**src/rtl/seq_mult_param.sv**
```systemverilog
// -----------------------------------------------------------------------------
// seq_mult_param
//
// Sequential shift-add multiplier. It handles one multiplier bit per clock, so
// a result takes exactly WIDTH cycles. A runtime mode selects signed
// (two's-complement) or unsigned operands.
//
// Signed operands are converted to unsigned magnitudes when they are captured.
// The unsigned core multiplies the magnitudes. The sign is applied once, to
// the final result.
//
// State table:
//   state  | meaning
//   S_IDLE | waiting for start; busy=0, done=0
//   S_RUN  | one shift-add iteration per clock; busy=1
//   S_DONE | single-cycle done pulse, product valid; start here re-enters RUN
//
// Ports:
//   clk          in   system clock, rising edge
//   rst          in   synchronous active-high reset
//   start        in   request, sampled only while busy=0
//   signed_mode  in   0 = unsigned, 1 = two's complement (captured with start)
//   a            in   WIDTH-bit multiplicand (captured with start)
//   b            in   WIDTH-bit multiplier (captured with start)
//   busy         out  high while a multiplication is in progress
//   done         out  one-cycle pulse when product is updated
//   product      out  2*WIDTH-bit result, holds until next completion or reset
// -----------------------------------------------------------------------------
module seq_mult_param #(
    parameter int WIDTH = 8
) (
    input  logic                 clk,
    input  logic                 rst,
    input  logic                 start,
    input  logic                 signed_mode,
    input  logic [WIDTH-1:0]     a,
    input  logic [WIDTH-1:0]     b,
    output logic                 busy,
    output logic                 done,
    output logic [2*WIDTH-1:0]   product
);

    localparam int CNT_W = $clog2(WIDTH);
    localparam logic [CNT_W-1:0] LAST_ITER = CNT_W'(WIDTH - 1);

    typedef enum logic [1:0] {
        S_IDLE = 2'd0,
        S_RUN  = 2'd1,
        S_DONE = 2'd2
    } state_t;

    state_t               state_q,   state_d;
    logic [WIDTH-1:0]     mcand_q,   mcand_d;
    logic [WIDTH-1:0]     mplier_q,  mplier_d;
    logic [2*WIDTH-1:0]   acc_q,     acc_d;
    logic [2*WIDTH-1:0]   product_q, product_d;
    logic [CNT_W-1:0]     cnt_q,     cnt_d;
    logic                 neg_q,     neg_d;

    logic [WIDTH:0]       sum;
    logic [2*WIDTH-1:0]   acc_shift;
    logic [WIDTH-1:0]     a_mag;
    logic [WIDTH-1:0]     b_mag;

    always_comb begin
        // The most negative value negates to 2^(WIDTH-1). That still fits
        // as an unsigned WIDTH-bit magnitude.
        a_mag = (signed_mode && a[WIDTH-1]) ? -a : a;
        b_mag = (signed_mode && b[WIDTH-1]) ? -b : b;

        // The add into the upper half keeps its carry (WIDTH+1 bits). The
        // right shift then drops that carry into the accumulator MSB.
        sum       = {1'b0, acc_q[2*WIDTH-1:WIDTH]}
                  + (mplier_q[0] ? {1'b0, mcand_q} : '0);
        acc_shift = {sum, acc_q[WIDTH-1:1]};

        state_d   = state_q;
        mcand_d   = mcand_q;
        mplier_d  = mplier_q;
        acc_d     = acc_q;
        product_d = product_q;
        cnt_d     = cnt_q;
        neg_d     = neg_q;

        case (state_q)
            S_IDLE, S_DONE: begin
                if (start) begin
                    state_d  = S_RUN;
                    mcand_d  = a_mag;
                    mplier_d = b_mag;
                    neg_d    = signed_mode & (a[WIDTH-1] ^ b[WIDTH-1]);
                    acc_d    = '0;
                    cnt_d    = '0;
                end else begin
                    state_d  = S_IDLE;
                end
            end
            S_RUN: begin
                acc_d    = acc_shift;
                mplier_d = mplier_q >> 1;
                cnt_d    = cnt_q + CNT_W'(1);
                if (cnt_q == LAST_ITER) begin
                    state_d   = S_DONE;
                    // A zero magnitude negates to zero, so no -0 can appear.
                    product_d = neg_q ? -acc_shift : acc_shift;
                end
            end
            default: begin
                state_d = S_IDLE;
            end
        endcase
    end

    always_ff @(posedge clk) begin
        if (rst) begin
            state_q   <= S_IDLE;
            mcand_q   <= '0;
            mplier_q  <= '0;
            acc_q     <= '0;
            product_q <= '0;
            cnt_q     <= '0;
            neg_q     <= 1'b0;
        end else begin
            state_q   <= state_d;
            mcand_q   <= mcand_d;
            mplier_q  <= mplier_d;
            acc_q     <= acc_d;
            product_q <= product_d;
            cnt_q     <= cnt_d;
            neg_q     <= neg_d;
        end
    end

    assign busy    = (state_q == S_RUN);
    assign done    = (state_q == S_DONE);
    assign product = product_q;

endmodule

```
**config.mk**
```make
export PLATFORM = sky130hd
export DESIGN_NAME = seq_mult_param
export DESIGN_NICKNAME = d
export VERILOG_FILES = /design/src/rtl/seq_mult_param.sv
export SDC_FILE = /design/constraint.sdc
export NUM_CORES = 1
export LEC_CHECK = 0
export CAP_MARGIN = 20
export CORE_MARGIN = 2
export CORE_UTILIZATION = 40
export DETAILED_ROUTE_END_ITERATION = 8
export HOLD_SLACK_MARGIN = 0.12
export PLACE_DENSITY = 0.61
export SLEW_MARGIN = 30
export SYNTH_ARGS = -nofsm -noshare
export SYNTH_HDL_FRONTEND = slang
export SYNTH_SLANG_ARGS = --single-unit
```
**constraint.sdc**
```tcl
create_clock -name clk -period 2.7 [get_ports clk]
set_input_delay 0.54 -clock clk [delete_from_list [all_inputs] [get_ports clk]]
set_output_delay 0.54 -clock clk [all_outputs]
set_load 0.01 [all_outputs]
```
==> metrics.txt <==
# TYPE chip_impl_metric gauge
chip_impl_metric{name="max_slew.worst_pin.slew",unit="ns"} 0.680
chip_impl_info{name="critPathCaptureType",value="flip-flop"} 1
chip_impl_metric{name="netlist.area_leader.share",unit="%"} 35.8
chip_impl_metric{name="critical_path_required",unit="ns"} 2.89
chip_impl_metric{name="postSynthCellCount",unit=""} 363
chip_impl_metric{name="finalMaxSlewViolations",unit=""} 0
chip_impl_metric{name="detailedRoute.firstIterationViolations",unit=""} 115
chip_impl_metric{name="fmax",unit="GHz"} 0.388
chip_impl_info{name="timing.hold.worst.start",value="mcand_q[0]"} 1
chip_impl_metric{name="post-route-min-period",unit="ns"} 2.58
chip_impl_metric{name="drv.max_cap_violation_count",unit=""} 0
chip_impl_metric{name="grt_overflow",unit=""} 0
chip_impl_metric{name="inserted_clock_buffers",unit=""} 5
chip_impl_metric{name="seq_area_frac_synth",unit="%"} 35.8
chip_impl_metric{name="met2_wirelength",unit="mm"} 3.06
chip_impl_metric{name="fp.dieArea",unit="um^2"} 8110
chip_impl_info{name="cp-start-kind",value="flip-flop"} 1
chip_impl_info{name="min_delay_worst_endpoint",value="mcand_q[0]"} 1
chip_impl_info{name="worst_r2r_startpoint",value="mplier_q[0]"} 1
chip_impl_metric{name="numPortBuffers",unit=""} 37
chip_impl_metric{name="post_synthesis_register_bit_count",unit=""} 53
chip_impl_metric{name="floorplan.die.width",unit="um"} 90.0
chip_impl_metric{name="grt_first_pass_wirelength",unit="mm"} 11.1
chip_impl_metric{name="timing.critical_path.slowest_cell_delay",unit="ns"} 0.45
chip_impl_metric{name="grt_start_max_net_pins",unit=""} 31
chip_impl_info{name="path_class",value="reg2reg"} 1
chip_impl_metric{name="multi_input_area",unit="um^2"} 1780
chip_impl_metric{name="synth-edff-count",unit=""} 0
chip_impl_metric{name="dr_wl_met3",unit="um"} 221
chip_impl_metric{name="antenna_left",unit=""} 0
chip_impl_info{name="status",value="finished clean"} 1
chip_impl_metric{name="share_of_the_clock_period_used_by_the_worst_path_after_layout",unit="%"} 95.4
chip_impl_metric{name="postSynthAreaPerCell",unit="um^2"} 8.16
chip_impl_metric{name="start_util",unit="%"} 41.0
chip_impl_info{name="clockRootBuffer",value="sky130_fd_sc_hd__clkbuf_8"} 1
chip_impl_metric{name="number_of_antenna_violations_at_the_first_check_in_global_routing",unit=""} 0
chip_impl_metric{name="detail_route.wirelength",unit="mm"} 6.47
chip_impl_metric{name="via_count",unit=""} 2613
chip_impl_metric{name="r2r_setup_slack",unit="ns"} 0.12
chip_impl_metric{name="synth_nets",unit=""} 397
chip_impl_metric{name="floorplan.rows",unit=""} 31
chip_impl_metric{name="hold_depth",unit=""} 2
chip_impl_metric{name="power.ir.vdd_worst",unit="mV"} 0.187
chip_impl_metric{name="hpwl",unit="mm"} 4.87
chip_impl_metric{name="areaGrowthSynthToFinish",unit="%"} 20.3
chip_impl_metric{name="h-tree-depth",unit=""} 2
chip_impl_metric{name="finish.utilization",unit="%"} 49.4
chip_impl_metric{name="fp.dieH",unit="um"} 90.0
chip_impl_metric{name="timing.critical_path.arrival",unit="ns"} 2.76
chip_impl_metric{name="clock_tree.buffer_depth",unit=""} 2
chip_impl_metric{name="final.hold.worst_slack",unit="ns"} 0.460
chip_impl_info{name="synth_commonest_cells",value="sky130_fd_sc_hd__dfxtp_1, sky130_fd_sc_hd__nor2_1, sky130_fd_sc_hd__nand2_1, sky130_fd_sc_hd__a21oi_1, sky130_fd_sc_hd__a22oi_1"} 1
chip_impl_metric{name="layout-drive-gt1-share",unit="%"} 7.56
chip_impl_metric{name="synth.cell_area",unit="um^2"} 2960
chip_impl_metric{name="groute.usage.overall",unit="%"} 16.0
chip_impl_metric{name="path_max_fanout",unit=""} 9
chip_impl_info{name="critPathSlowestCell",value="sky130_fd_sc_hd__fa_1"} 1
chip_impl_metric{name="metal_1_wl",unit="mm"} 3.11
chip_impl_info{name="synth_area_leaders",value="sky130_fd_sc_hd__dfxtp_1, sky130_fd_sc_hd__nor2_1, sky130_fd_sc_hd__a22oi_1"} 1
chip_impl_metric{name="io_pins",unit=""} 38
chip_impl_metric{name="depth_of_the_most_critical_reg_to_reg_path",unit=""} 9
chip_impl_metric{name="finish.net_count",unit=""} 431
chip_impl_info{name="tritoncts",value="yes"} 1
chip_impl_metric{name="avgViaCountPerCell",unit=""} 5.27
chip_impl_info{name="synthFlopType",value="sky130_fd_sc_hd__dfxtp_1"} 1
chip_impl_info{name="yosys.area.top_type",value="sky130_fd_sc_hd__dfxtp_1"} 1
chip_impl_metric{name="cts_hold_repair_buffers",unit=""} 0
chip_impl_info{name="top_layer_used",value="met4"} 1
chip_impl_metric{name="antenna_cells_inserted",unit=""} 0
chip_impl_metric{name="total_leakage_power",unit="nW"} 1.35
chip_impl_metric{name="clock_tree_sinks",unit=""} 53
chip_impl_info{name="hp-class",value="reg2reg"} 1
chip_impl_metric{name="maxSlewHeadroom",unit="%"} 54.6
chip_impl_metric{name="power.density_cell_area",unit="nW/um^2"} 440
chip_impl_metric{name="hold_viol_final",unit=""} 0
chip_impl_info{name="crit_chain",value="and2_1, ha_1, fa_1, a21oi_2, nor3_1, or3_4, mux2_4, o21ai_1, o31a_1"} 1
chip_impl_metric{name="place_congestion",unit=""} 0.891
chip_impl_metric{name="drt_pass1_iterations",unit=""} 4
chip_impl_metric{name="vias_in_the_first_global_route",unit=""} 2490
chip_impl_metric{name="yosysWarningCount",unit=""} 0
chip_impl_metric{name="worst_skew_late_latency",unit="ns"} 0.30
chip_impl_metric{name="worst_clock_skew",unit="ns"} 0.00879
chip_impl_metric{name="num-fill-cells",unit=""} 700
chip_impl_metric{name="remaining_drc_errors",unit=""} 0
chip_impl_metric{name="synth-async-reset-ratio",unit="%"} 0
chip_impl_metric{name="routed_wl_per_cell",unit="um"} 13.1
chip_impl_metric{name="setup_viol_count_final",unit=""} 0
chip_impl_metric{name="regArea",unit="um^2"} 1060
chip_impl_metric{name="synthDistinctLibCells",unit=""} 50
chip_impl_metric{name="clk_pin_slew",unit="ns"} 0.09
chip_impl_metric{name="core_area",unit="um^2"} 7210
chip_impl_info{name="r2r_endpoint",value="product[13]"} 1
## worst max path at each step
stage,start,endpoint,slack [ns],cells past startpoint
after floorplan,mplier_q[0],product[15],0.24,10
after global placement,mplier_q[0],product[15],0.12,9
after detailed placement,mplier_q[0],product[13],0.06,9
after CTS,mplier_q[0],product[13],0.05,9
after global routing,mplier_q[0],product[15],-0.008,9
final,mplier_q[0],product[13],0.12,9
## area by class of cell
| class | instances | area share (%) |
|---|---|---|
| well taps | 99 | 3.48 |
| clock inverters | 2 | 0.983 |
| inverters | 12 | 1.26 |
| clock buffers | 5 | 1.93 |
| multi-input cells | 277 | 49.8 |
| flip-flops and latches | 53 | 29.8 |
| repair buffers | 48 | 12.7 |
## per-stage QoR
| stage | instance area [um^2] | setup TNS [ns] | power [mW] | worst slack [ns] | std cells |
|---|---|---|---|---|---|
| after floorplan | 2960 | 0 | 0.981 | 0.245 | 363 |
| after global placement | 3450 | 0 | 1.06 | 0.118 | 489 |
| after detailed placement | 3450 | 0 | 1.06 | 0.0621 | 489 |
| after CTS | 3560 | 0 | 1.59 | 0.0530 | 496 |
| after global routing | 3560 | -0.00761 | 1.65 | -0.00761 | 496 |
| final | 3560 | 0 | 1.57 | 0.124 | 496 |
## cell usage in the layout (no fill, tap or decap), types with 4 or more instances in the layout
cell type	netlist	routed
sky130_fd_sc_hd__nor2_1	53	53
sky130_fd_sc_hd__dfxtp_1	53	53
sky130_fd_sc_hd__clkdlybuf4s50_1	0	37
sky130_fd_sc_hd__nand2_1	35	35
sky130_fd_sc_hd__a21oi_1	24	24
sky130_fd_sc_hd__a22oi_1	22	22
sky130_fd_sc_hd__xor2_1	15	15
sky130_fd_sc_hd__a211oi_1	13	13
sky130_fd_sc_hd__ha_1	13	13
sky130_fd_sc_hd__inv_1	12	12
sky130_fd_sc_hd__nand3_1	11	11
sky130_fd_sc_hd__buf_4	0	11
sky130_fd_sc_hd__and2_1	9	9
sky130_fd_sc_hd__nor3_1	8	8
sky130_fd_sc_hd__o21ai_0	7	7
sky130_fd_sc_hd__nand2b_1	6	6
sky130_fd_sc_hd__a31oi_1	5	5
sky130_fd_sc_hd__xnor2_1	5	5
sky130_fd_sc_hd__clkbuf_8	0	5
sky130_fd_sc_hd__or3_1	5	4
sky130_fd_sc_hd__a311oi_1	4	4
sky130_fd_sc_hd__o31ai_1	4	4
## worst max-delay path, delay by kind of cell, from the launching register on
kind | cells | cell delay (ns)
compound gates | 3 | 0.56
fa+ha+maj | 2 | 0.66
flops | 1 | 0.37
mux | 1 | 0.22
simple gates | 3 | 0.66
## timing repair
item	in CTS	in global routing
buffers inserted	0	0
gates resized for setup	0	1
setup endpoints to repair	0	3
## cell families after synthesis
kind of cell | Yosys count | synth area share, %
compound gates | 96 | 22.8
xor+xnor | 21 | 6.47
fa+ha+maj | 14 | 6.17
buf+inv | 33 | 4.44
flops | 53 | 35.8
mux | 4 | 1.52
simple gates | 142 | 22.7
## report_power, final
group	switching [mW]	internal (mW)	leakage, nW	total (mW)
registers	0.0172	0.804	0.430	0.822
logic	0.122	0.102	0.867	0.224
clock network	0.251	0.270	0.0540	0.521
## registers in the layout, summed over array words and instances, names as in the netlist
register / flops
product: 16
mplier_q: 8
state_q: 2
mcand_q: 8
cnt_q: 3
acc_q: 15
neg_q: 1
## layer usage
| layer | global-route usage [%] | up-vias |
|---|---|---|
| met3 | 2.60 | 8 |
| met4 | 4.74 | 0 |
| li1 | - | 1354 |
| met5 | 0 | - |
| met2 | 28.2 | 55 |
| met1 | 20.2 | 1196 |
(Power assumes the default switching activity.)
